### src/rtl/sia_wbm_if.sv
// Wishbone B.4 pipelined bus bundle between the SIA bus master and the sia_wb register slave.
// Signal names and suffixes are given from the master's point of view.
interface sia_wbm_if;
    logic [2:0]  adr_o;
    logic        we_o;
    logic        cyc_o;
    logic        stb_o;
    logic [1:0]  sel_o;
    logic [15:0] dat_o;
    logic [15:0] dat_i;
    logic        ack_i;
    logic        stall_i;

    modport master (
        output adr_o, we_o, cyc_o, stb_o, sel_o, dat_o,
        input  dat_i, ack_i, stall_i
    );

    modport slave (
        input  adr_o, we_o, cyc_o, stb_o, sel_o, dat_o,
        output dat_i, ack_i, stall_i
    );
endinterface

### src/rtl/sia_wbm.sv
// Polls the SIA STATUS register and moves words between the SIA data register and
// a pair of ready/valid streams, so the SIA can run without a CPU.
//
// state     | meaning
// S_IDLE    | counting down the poll gap, no bus cycle
// S_ST_REQ  | STATUS read strobe presented, waiting for stall release
// S_ST_WAIT | STATUS read accepted, waiting for ack
// S_RD_REQ  | DATA read strobe presented
// S_RD_WAIT | DATA read accepted, waiting for ack
// S_WR_REQ  | DATA write strobe presented
// S_WR_WAIT | DATA write accepted, waiting for ack
module sia_wbm #(
    parameter logic [2:0] ADR_STATUS = 3'd1,
    parameter logic [2:0] ADR_DATA   = 3'd2,
    parameter int         RXNE_BIT   = 0,
    parameter int         TXNF_BIT   = 1,
    parameter logic [7:0] TIMEOUT    = 8'd255,
    parameter logic [7:0] POLL_GAP   = 8'd4
) (
    input  logic         clk_i,
    input  logic         reset_i,
    sia_wbm_if.master    wb,
    output logic [15:0]  rxd_o,
    output logic         rxd_valid_o,
    input  logic         rxd_ready_i,
    input  logic [15:0]  txd_i,
    input  logic         txd_valid_i,
    output logic         txd_ready_o,
    output logic         error_o
);

    typedef enum logic [2:0] {
        S_IDLE, S_ST_REQ, S_ST_WAIT, S_RD_REQ, S_RD_WAIT, S_WR_REQ, S_WR_WAIT
    } state_t;

    state_t      state_q;
    logic [2:0]  adr_q;
    logic        we_q, cyc_q, stb_q, err_q, last_wr_q;
    logic [1:0]  sel_q;
    logic [15:0] dat_q;
    logic [7:0]  gap_q, to_q;
    logic [15:0] rxd_q, rxd_d, txh_q, txh_d;
    logic        rxv_q, rxv_d, txr_q, txr_d;

    logic is_req, is_wait, is_status, xfer_done, rd_fire, wr_fire, rd_ok, wr_ok;

    assign is_req    = (state_q == S_ST_REQ) || (state_q == S_RD_REQ) || (state_q == S_WR_REQ);
    assign is_wait   = (state_q == S_ST_WAIT) || (state_q == S_RD_WAIT) || (state_q == S_WR_WAIT);
    assign is_status = (state_q == S_ST_REQ) || (state_q == S_ST_WAIT);

    // An ack counts in REQ only on the edge that also accepts the strobe.
    assign xfer_done = cyc_q && wb.ack_i && (is_wait || (is_req && !wb.stall_i));
    assign rd_fire   = xfer_done && ((state_q == S_RD_REQ) || (state_q == S_RD_WAIT));
    assign wr_fire   = xfer_done && ((state_q == S_WR_REQ) || (state_q == S_WR_WAIT));
    assign rd_ok     = wb.dat_i[RXNE_BIT] && !rxv_q;
    assign wr_ok     = wb.dat_i[TXNF_BIT] && !txr_q;

    always_comb begin
        rxd_d = rxd_q;
        rxv_d = rxv_q;
        txh_d = txh_q;
        txr_d = txr_q;
        if (rxd_ready_i) rxv_d = 1'b0;
        if (rd_fire) begin
            rxv_d = 1'b1;
            rxd_d = wb.dat_i;
        end
        if (txd_valid_i && txr_q) begin
            txh_d = txd_i;
            txr_d = 1'b0;
        end
        if (wr_fire) txr_d = 1'b1;
    end

    always_ff @(posedge clk_i or negedge reset_i) begin
        if (!reset_i) begin
            rxd_q <= 16'h0000;
            rxv_q <= 1'b0;
            txh_q <= 16'h0000;
            txr_q <= 1'b1;
        end else begin
            rxd_q <= rxd_d;
            rxv_q <= rxv_d;
            txh_q <= txh_d;
            txr_q <= txr_d;
        end
    end

    always_ff @(posedge clk_i or negedge reset_i) begin
        if (!reset_i) begin
            state_q   <= S_IDLE;
            adr_q     <= 3'd0;
            we_q      <= 1'b0;
            cyc_q     <= 1'b0;
            stb_q     <= 1'b0;
            sel_q     <= 2'b00;
            dat_q     <= 16'h0000;
            err_q     <= 1'b0;
            gap_q     <= 8'd0;
            to_q      <= 8'd0;
            last_wr_q <= 1'b1;
        end else begin
            err_q <= 1'b0;
            if (state_q == S_IDLE) begin
                if (gap_q != 8'd0) begin
                    gap_q <= gap_q - 8'd1;
                end else begin
                    state_q <= S_ST_REQ;
                    adr_q   <= ADR_STATUS;
                    we_q    <= 1'b0;
                    dat_q   <= 16'h0000;
                    cyc_q   <= 1'b1;
                    stb_q   <= 1'b1;
                    sel_q   <= 2'b11;
                    to_q    <= 8'd0;
                end
            end else if (xfer_done) begin
                cyc_q   <= 1'b0;
                stb_q   <= 1'b0;
                we_q    <= 1'b0;
                sel_q   <= 2'b00;
                dat_q   <= 16'h0000;
                state_q <= S_IDLE;
                gap_q   <= 8'd0;
                if (is_status) begin
                    // last_wr_q resets to 1 so that a tie goes to RX first.
                    if (rd_ok && (!wr_ok || last_wr_q)) begin
                        state_q   <= S_RD_REQ;
                        adr_q     <= ADR_DATA;
                        cyc_q     <= 1'b1;
                        stb_q     <= 1'b1;
                        sel_q     <= 2'b11;
                        to_q      <= 8'd0;
                        last_wr_q <= 1'b0;
                    end else if (wr_ok) begin
                        state_q   <= S_WR_REQ;
                        adr_q     <= ADR_DATA;
                        we_q      <= 1'b1;
                        dat_q     <= txh_q;
                        cyc_q     <= 1'b1;
                        stb_q     <= 1'b1;
                        sel_q     <= 2'b11;
                        to_q      <= 8'd0;
                        last_wr_q <= 1'b1;
                    end else begin
                        gap_q <= POLL_GAP;
                    end
                end
            end else if (to_q == TIMEOUT - 8'd1) begin
                cyc_q   <= 1'b0;
                stb_q   <= 1'b0;
                we_q    <= 1'b0;
                sel_q   <= 2'b00;
                dat_q   <= 16'h0000;
                err_q   <= 1'b1;
                state_q <= S_IDLE;
                gap_q   <= POLL_GAP;
            end else begin
                to_q <= to_q + 8'd1;
                if (is_req && !wb.stall_i) begin
                    stb_q <= 1'b0;
                    case (state_q)
                        S_ST_REQ: state_q <= S_ST_WAIT;
                        S_RD_REQ: state_q <= S_RD_WAIT;
                        default:  state_q <= S_WR_WAIT;
                    endcase
                end
            end
        end
    end

    assign wb.adr_o    = adr_q;
    assign wb.we_o     = we_q;
    assign wb.cyc_o    = cyc_q;
    assign wb.stb_o    = stb_q;
    assign wb.sel_o    = sel_q;
    assign wb.dat_o    = dat_q;
    assign rxd_o       = rxd_q;
    assign rxd_valid_o = rxv_q;
    assign txd_ready_o = txr_q;
    assign error_o     = err_q;

endmodule

### src/flat_wrapper.sv
// flat-port wrapper written by rule: the top's interface ports become plain ports
module sia_wbm_flat 
#(
    parameter logic [2:0] ADR_STATUS = 3'd1,
    parameter logic [2:0] ADR_DATA   = 3'd2,
    parameter int         RXNE_BIT   = 0,
    parameter int         TXNF_BIT   = 1,
    parameter logic [7:0] TIMEOUT    = 8'd255,
    parameter logic [7:0] POLL_GAP   = 8'd4
)
  (clk_i, reset_i, rxd_o, rxd_valid_o, rxd_ready_i, txd_i, txd_valid_i, txd_ready_o, error_o, wb_adr_o, wb_we_o, wb_cyc_o, wb_stb_o, wb_sel_o, wb_dat_o, wb_dat_i, wb_ack_i, wb_stall_i);
  sia_wbm_if wb_i ();
  input  logic clk_i;
  input  logic reset_i;
  output logic [15:0] rxd_o;
  output logic rxd_valid_o;
  input  logic rxd_ready_i;
  input  logic [15:0] txd_i;
  input  logic txd_valid_i;
  output logic txd_ready_o;
  output logic error_o;
  output wire logic [$bits(wb_i.adr_o)-1:0] wb_adr_o;
  output wire logic [$bits(wb_i.we_o)-1:0] wb_we_o;
  output wire logic [$bits(wb_i.cyc_o)-1:0] wb_cyc_o;
  output wire logic [$bits(wb_i.stb_o)-1:0] wb_stb_o;
  output wire logic [$bits(wb_i.sel_o)-1:0] wb_sel_o;
  output wire logic [$bits(wb_i.dat_o)-1:0] wb_dat_o;
  input wire logic [$bits(wb_i.dat_i)-1:0] wb_dat_i;
  input wire logic [$bits(wb_i.ack_i)-1:0] wb_ack_i;
  input wire logic [$bits(wb_i.stall_i)-1:0] wb_stall_i;
  assign wb_adr_o = wb_i.adr_o;
  assign wb_we_o = wb_i.we_o;
  assign wb_cyc_o = wb_i.cyc_o;
  assign wb_stb_o = wb_i.stb_o;
  assign wb_sel_o = wb_i.sel_o;
  assign wb_dat_o = wb_i.dat_o;
  assign wb_i.dat_i = wb_dat_i;
  assign wb_i.ack_i = wb_ack_i;
  assign wb_i.stall_i = wb_stall_i;
  sia_wbm #(.ADR_STATUS(ADR_STATUS), .ADR_DATA(ADR_DATA), .RXNE_BIT(RXNE_BIT), .TXNF_BIT(TXNF_BIT), .TIMEOUT(TIMEOUT), .POLL_GAP(POLL_GAP)) u_core (.clk_i(clk_i), .reset_i(reset_i), .wb(wb_i), .rxd_o(rxd_o), .rxd_valid_o(rxd_valid_o), .rxd_ready_i(rxd_ready_i), .txd_i(txd_i), .txd_valid_i(txd_valid_i), .txd_ready_o(txd_ready_o), .error_o(error_o));
endmodule
### config.mk
export PLATFORM = sky130hd
export DESIGN_NAME = sia_wbm_flat
export DESIGN_NICKNAME = d
export VERILOG_FILES = /design/src/rtl/sia_wbm_if.sv /design/src/rtl/sia_wbm.sv /design/src/flat_wrapper.sv
export SDC_FILE = /design/constraint.sdc
export NUM_CORES = 1
export LEC_CHECK = 0
export CELL_PAD_IN_SITES_DETAIL_PLACEMENT = 0
export CELL_PAD_IN_SITES_GLOBAL_PLACEMENT = 1
export CORE_UTILIZATION = 35
export DETAILED_ROUTE_END_ITERATION = 6
export HOLD_SLACK_MARGIN = 0.15
export PLACE_DENSITY_LB_ADDON = 0.1
export SLEW_MARGIN = 25
export SYNTH_ARGS = -nofsm -noshare
export SYNTH_HDL_FRONTEND = slang
export SYNTH_SLANG_ARGS = --single-unit
export TNS_END_PERCENT = 30
### constraint.sdc
create_clock -name clk_i -period 2.2 [get_ports clk_i]
set_input_delay 0.44 -clock clk_i [delete_from_list [all_inputs] [get_ports clk_i]]
set_output_delay 0.44 -clock clk_i [all_outputs]
set_load 0.005 [all_outputs]
==> results.py <==
metrics = {
    "setup_path": {
        "worstPathArrival_ns": 2.40,
        "path_class": "register to register",
        "slowest_delay_ns": 0.39,
        "slowest_stage": "dfrtp_1",
        "critPathLaunchType": "register",
        "worstPathRequired_ns": 2.43,
        "crit_fanout": 7,
        "endpoint_kind": "register",
        "crit_chain": "inv_2, ha_1, or3b_4, o21a_4, a211o_4, buf_4, o31ai_1, a21oi_2",
    },
    "power_and_ir_drop": {
        "p_seq_frac": 0.418,
        "clkPwrFrac": 0.174,
        "p_int_mw": 3.66,
        "p_total_mw": 5.29,
        "power_switching_mw": 1.63,
        "powerDensity_nw_per_um2": 1120,
        "swShare": 0.309,
        "peakVddDrop_mv": 0.496,
        "p_leak_nw": 2.08,
        "pwr-share-comb": 0.408,
    },
    "global_route": {
        "grt_pass1_wl_um": 13100,
        "grt.overflow.total": 0,
        "grt_pass1_vias": 2659,
        "antenna_found_initial": 0,
        "grt_max_degree": 44,
        "track_usage": 0.173,
    },
    "logic_synthesis": {
        "yosys_warnings": 0,
        "yosys_most_used_dff": "dfrtp_1",
        "async_flop_share": 1.00,
        "ys_ff_latch": 75,
        "synth_edf_count": 0,
        "syn-num-nets": 306,
        "syn_area_per_cell_um2": 12.4,
        "ys_types": 51,
        "syn_area_um2": 3270,
        "synth.yosys.seq_area_share": 0.574,
        "netlist_instances": 264,
    },
    "cts": {
        "numClockSinks": 75,
        "post-cts-setup-buffers": 0,
        "clk_latency_ns": 0.34,
        "cts_tree": "built",
        "clk_pin_slew_ns": 0.08,
        "cts_buffers": 9,
        "clock-root-buffer": "clkbuf_8",
        "clk_path_buf_depth": 2,
        "htree_levels": 3,
    },
    "sta": {
        "slew_violations": 0,
        "fin_setup_tns_ns": 0,
        "period_share": 0.988,
        "worst_pin_slew_ns": 0.553,
        "finalWorstSetupSlack_ns": 0.0263,
        "rsz0062_at_grt": "yes",
        "hold_violations": 0,
        "fin_crit_ns": 2.17,
        "relSlewSlack": 0.627,
        "fmax_ghz": 0.460,
        "fin_skew_ns": 0.00945,
        "final-setup-viol-count": 0,
    },
    "place": {
        "hpwl_um": 5550,
        "numPortBuffers": 79,
        "place_congestion": 0.787,
        "preCtsSetupSlack_ns": -0.237,
    },
    "finish": {
        "layout.nets": 426,
        "final_util": 0.530,
        "syn_to_final_growth_pct": 43.9,
        "diodes": 0,
        "fillers": 801,
        "layout-drive-gt1-share": 0.278,
    },
    "floorplanning": {
        "initial_core_util": 0.368,
        "rows": 34,
        "core_area_um2": 8890,
        "die_y_um": 98.7,
        "die_w_um": 98.7,
        "die_area_um2": 9750,
        "ioPinCount": 81,
    },
    "routing": {
        "vias": 2595,
        "viasPerCell": 5.23,
        "drt_iter0_markers": 112,
        "wl_um": 7860,
        "wl_per_cell_um": 15.8,
        "drcViolationCount": 0,
        "antenna_left": 0,
        "drt-pass1-iter-count": 6,
    },
    "flow_run": {
        "drv_cap": 0,
    },
    "run_status": {
        "status": "completed",
    },
    "min_path": {
        "hold_path_class": "register to register",
    },
}
[path summary, 6_finish.rpt]
path / start / end / slack (ns) / depth (start not counted)
max: u_core.gap_q[0] / u_core.to_q[3] / 0.03 / 8
max in group asynchronous: reset_i / u_core.txd_ready_o / 0.98 / 3
max reg2reg: u_core.gap_q[0] / u_core.to_q[3] / 0.03 / 8
min reg2reg: u_core.wb.we_o / u_core.wb.we_o / 0.49 / 1
min: u_core.wb.we_o / u_core.wb.we_o / 0.49 / 1
min in group asynchronous: reset_i / u_core.to_q[2] / 0.58 / 2
[state kept, by name, indices dropped and copies added (netlist names)]
name	flops
u_core.state_q	2
u_core.txd_ready_o	1
u_core.rxd_o	16
u_core.txh_q	16
u_core.rxd_valid_o	1
u_core.wb.sel_o	1
u_core.wb.stb_o	1
u_core.wb.dat_o	16
u_core.to_q	8
u_core.last_wr_q	1
u_core.gap_q	8
u_core.error_o	1
u_core.wb.adr_o	2
u_core.wb.we_o	1
[cells in the mapped netlist (3+ instances only)]
cell type | number | area (µm²)
dfrtp_1 | 73 | 1830
mux2_2 | 33 | 372
a22o_1 | 16 | 140
o21ai_0 | 14 | 70.1
a21oi_1 | 10 | 50.1
nand2_1 | 10 | 37.5
inv_1 | 9 | 33.8
nor2_1 | 9 | 33.8
clkbuf_1 | 7 | 26.3
nand3_1 | 5 | 25.0
nor2b_1 | 5 | 31.3
o31ai_1 | 5 | 37.5
xor2_1 | 5 | 43.8
ha_1 | 4 | 50.1
nand2b_1 | 4 | 25.0
nor3_1 | 4 | 20.0
or4_1 | 4 | 30.0
buf_4 | 3 | 22.5
nand4_1 | 3 | 18.8
[critical path, delay by kind of cell, from the launching register on]
kind	cells	cell delay, ns
simple gates	1	0.38
buf+inv	2	0.24
flops	1	0.39
fa+ha+maj	1	0.14
compound gates	4	0.93
[what timing repair did]
action | in CTS | in global routing
hold buffers | 1 | 0
pin swaps | 1 | 3
endpoints found under the hold margin | 31 | 0
resized for setup | 3 | 10
setup endpoints to repair | 3 | 23
[power by group through the flow]
stage | Sequential, mW | Combinational [mW] | Clock [mW]
after floorplan | 2.22 | 0.987 | 0
after global placement | 2.21 | 2.10 | 0
final | 2.21 | 2.16 | 0.922
after detailed placement | 2.23 | 2.12 | 0
after CTS | 2.21 | 2.14 | 0.970
after global routing | 2.29 | 2.34 | 1.02
[logic make-up (layout without fill, tap and decap cells)]
group / count (synthesis) / in the layout / synth area share
muxes: 35 / 35 / 0.120
AOI/OAI and AO/OA: 65 / 65 / 0.143
DFF: 75 / 75 / 0.574
adders and majority gates: 4 / 4 / 0.0153
buffers and inverters: 22 / 146 / 0.0317
xor gates and xnor gates: 6 / 6 / 0.0160
and+or+nand+nor: 56 / 56 / 0.0997
other: 1 / 1 / 0.00115
[placed cells by master, fill, tap and decap left out, types with 3 or more instances in the layout]
cell type,count
a21oi_1,7
a21oi_2,3
a22o_1,16
buf_4,41
clkbuf_8,10
clkdlybuf4s50_1,78
dfrtp_1,73
ha_1,4
inv_1,7
mux2_2,33
nand2_1,9
nand2b_1,4
nand3_1,5
nand4_1,3
nor2_1,9
nor2b_1,5
nor3_1,3
o21ai_0,14
o31ai_1,5
or4_4,3
xor2_1,5
[metal layers]
layer / track usage / routed length [µm]
met3: 0.0468 / 427
met2: 0.278 / 3690
met4: 0.0482 / 86
met1: 0.230 / 3650
met5: 0 / 0
[stage by stage]
step	instance area (µm²)	hold WS, ns	instances
final	4710	0.488	496
after global placement	4480	0.419	480
after detailed placement	4480	0.419	480
after global routing	4710	0.516	496
after CTS	4660	0.495	496
after floorplan	3280	0.144	264
[cell type report]
cell class                 instances  area [µm²]  area share
tap                              108         135      0.0287
clock inverter                     3        17.5     0.00372
multi-input combinational        167        1360       0.289
timing repair buffer             122        1140       0.242
clock buffer                      12         145      0.0308
inverter                           9        33.8     0.00717
sequential                        75        1880       0.399
No activity file was read; power rests on OpenSTA's default activity.
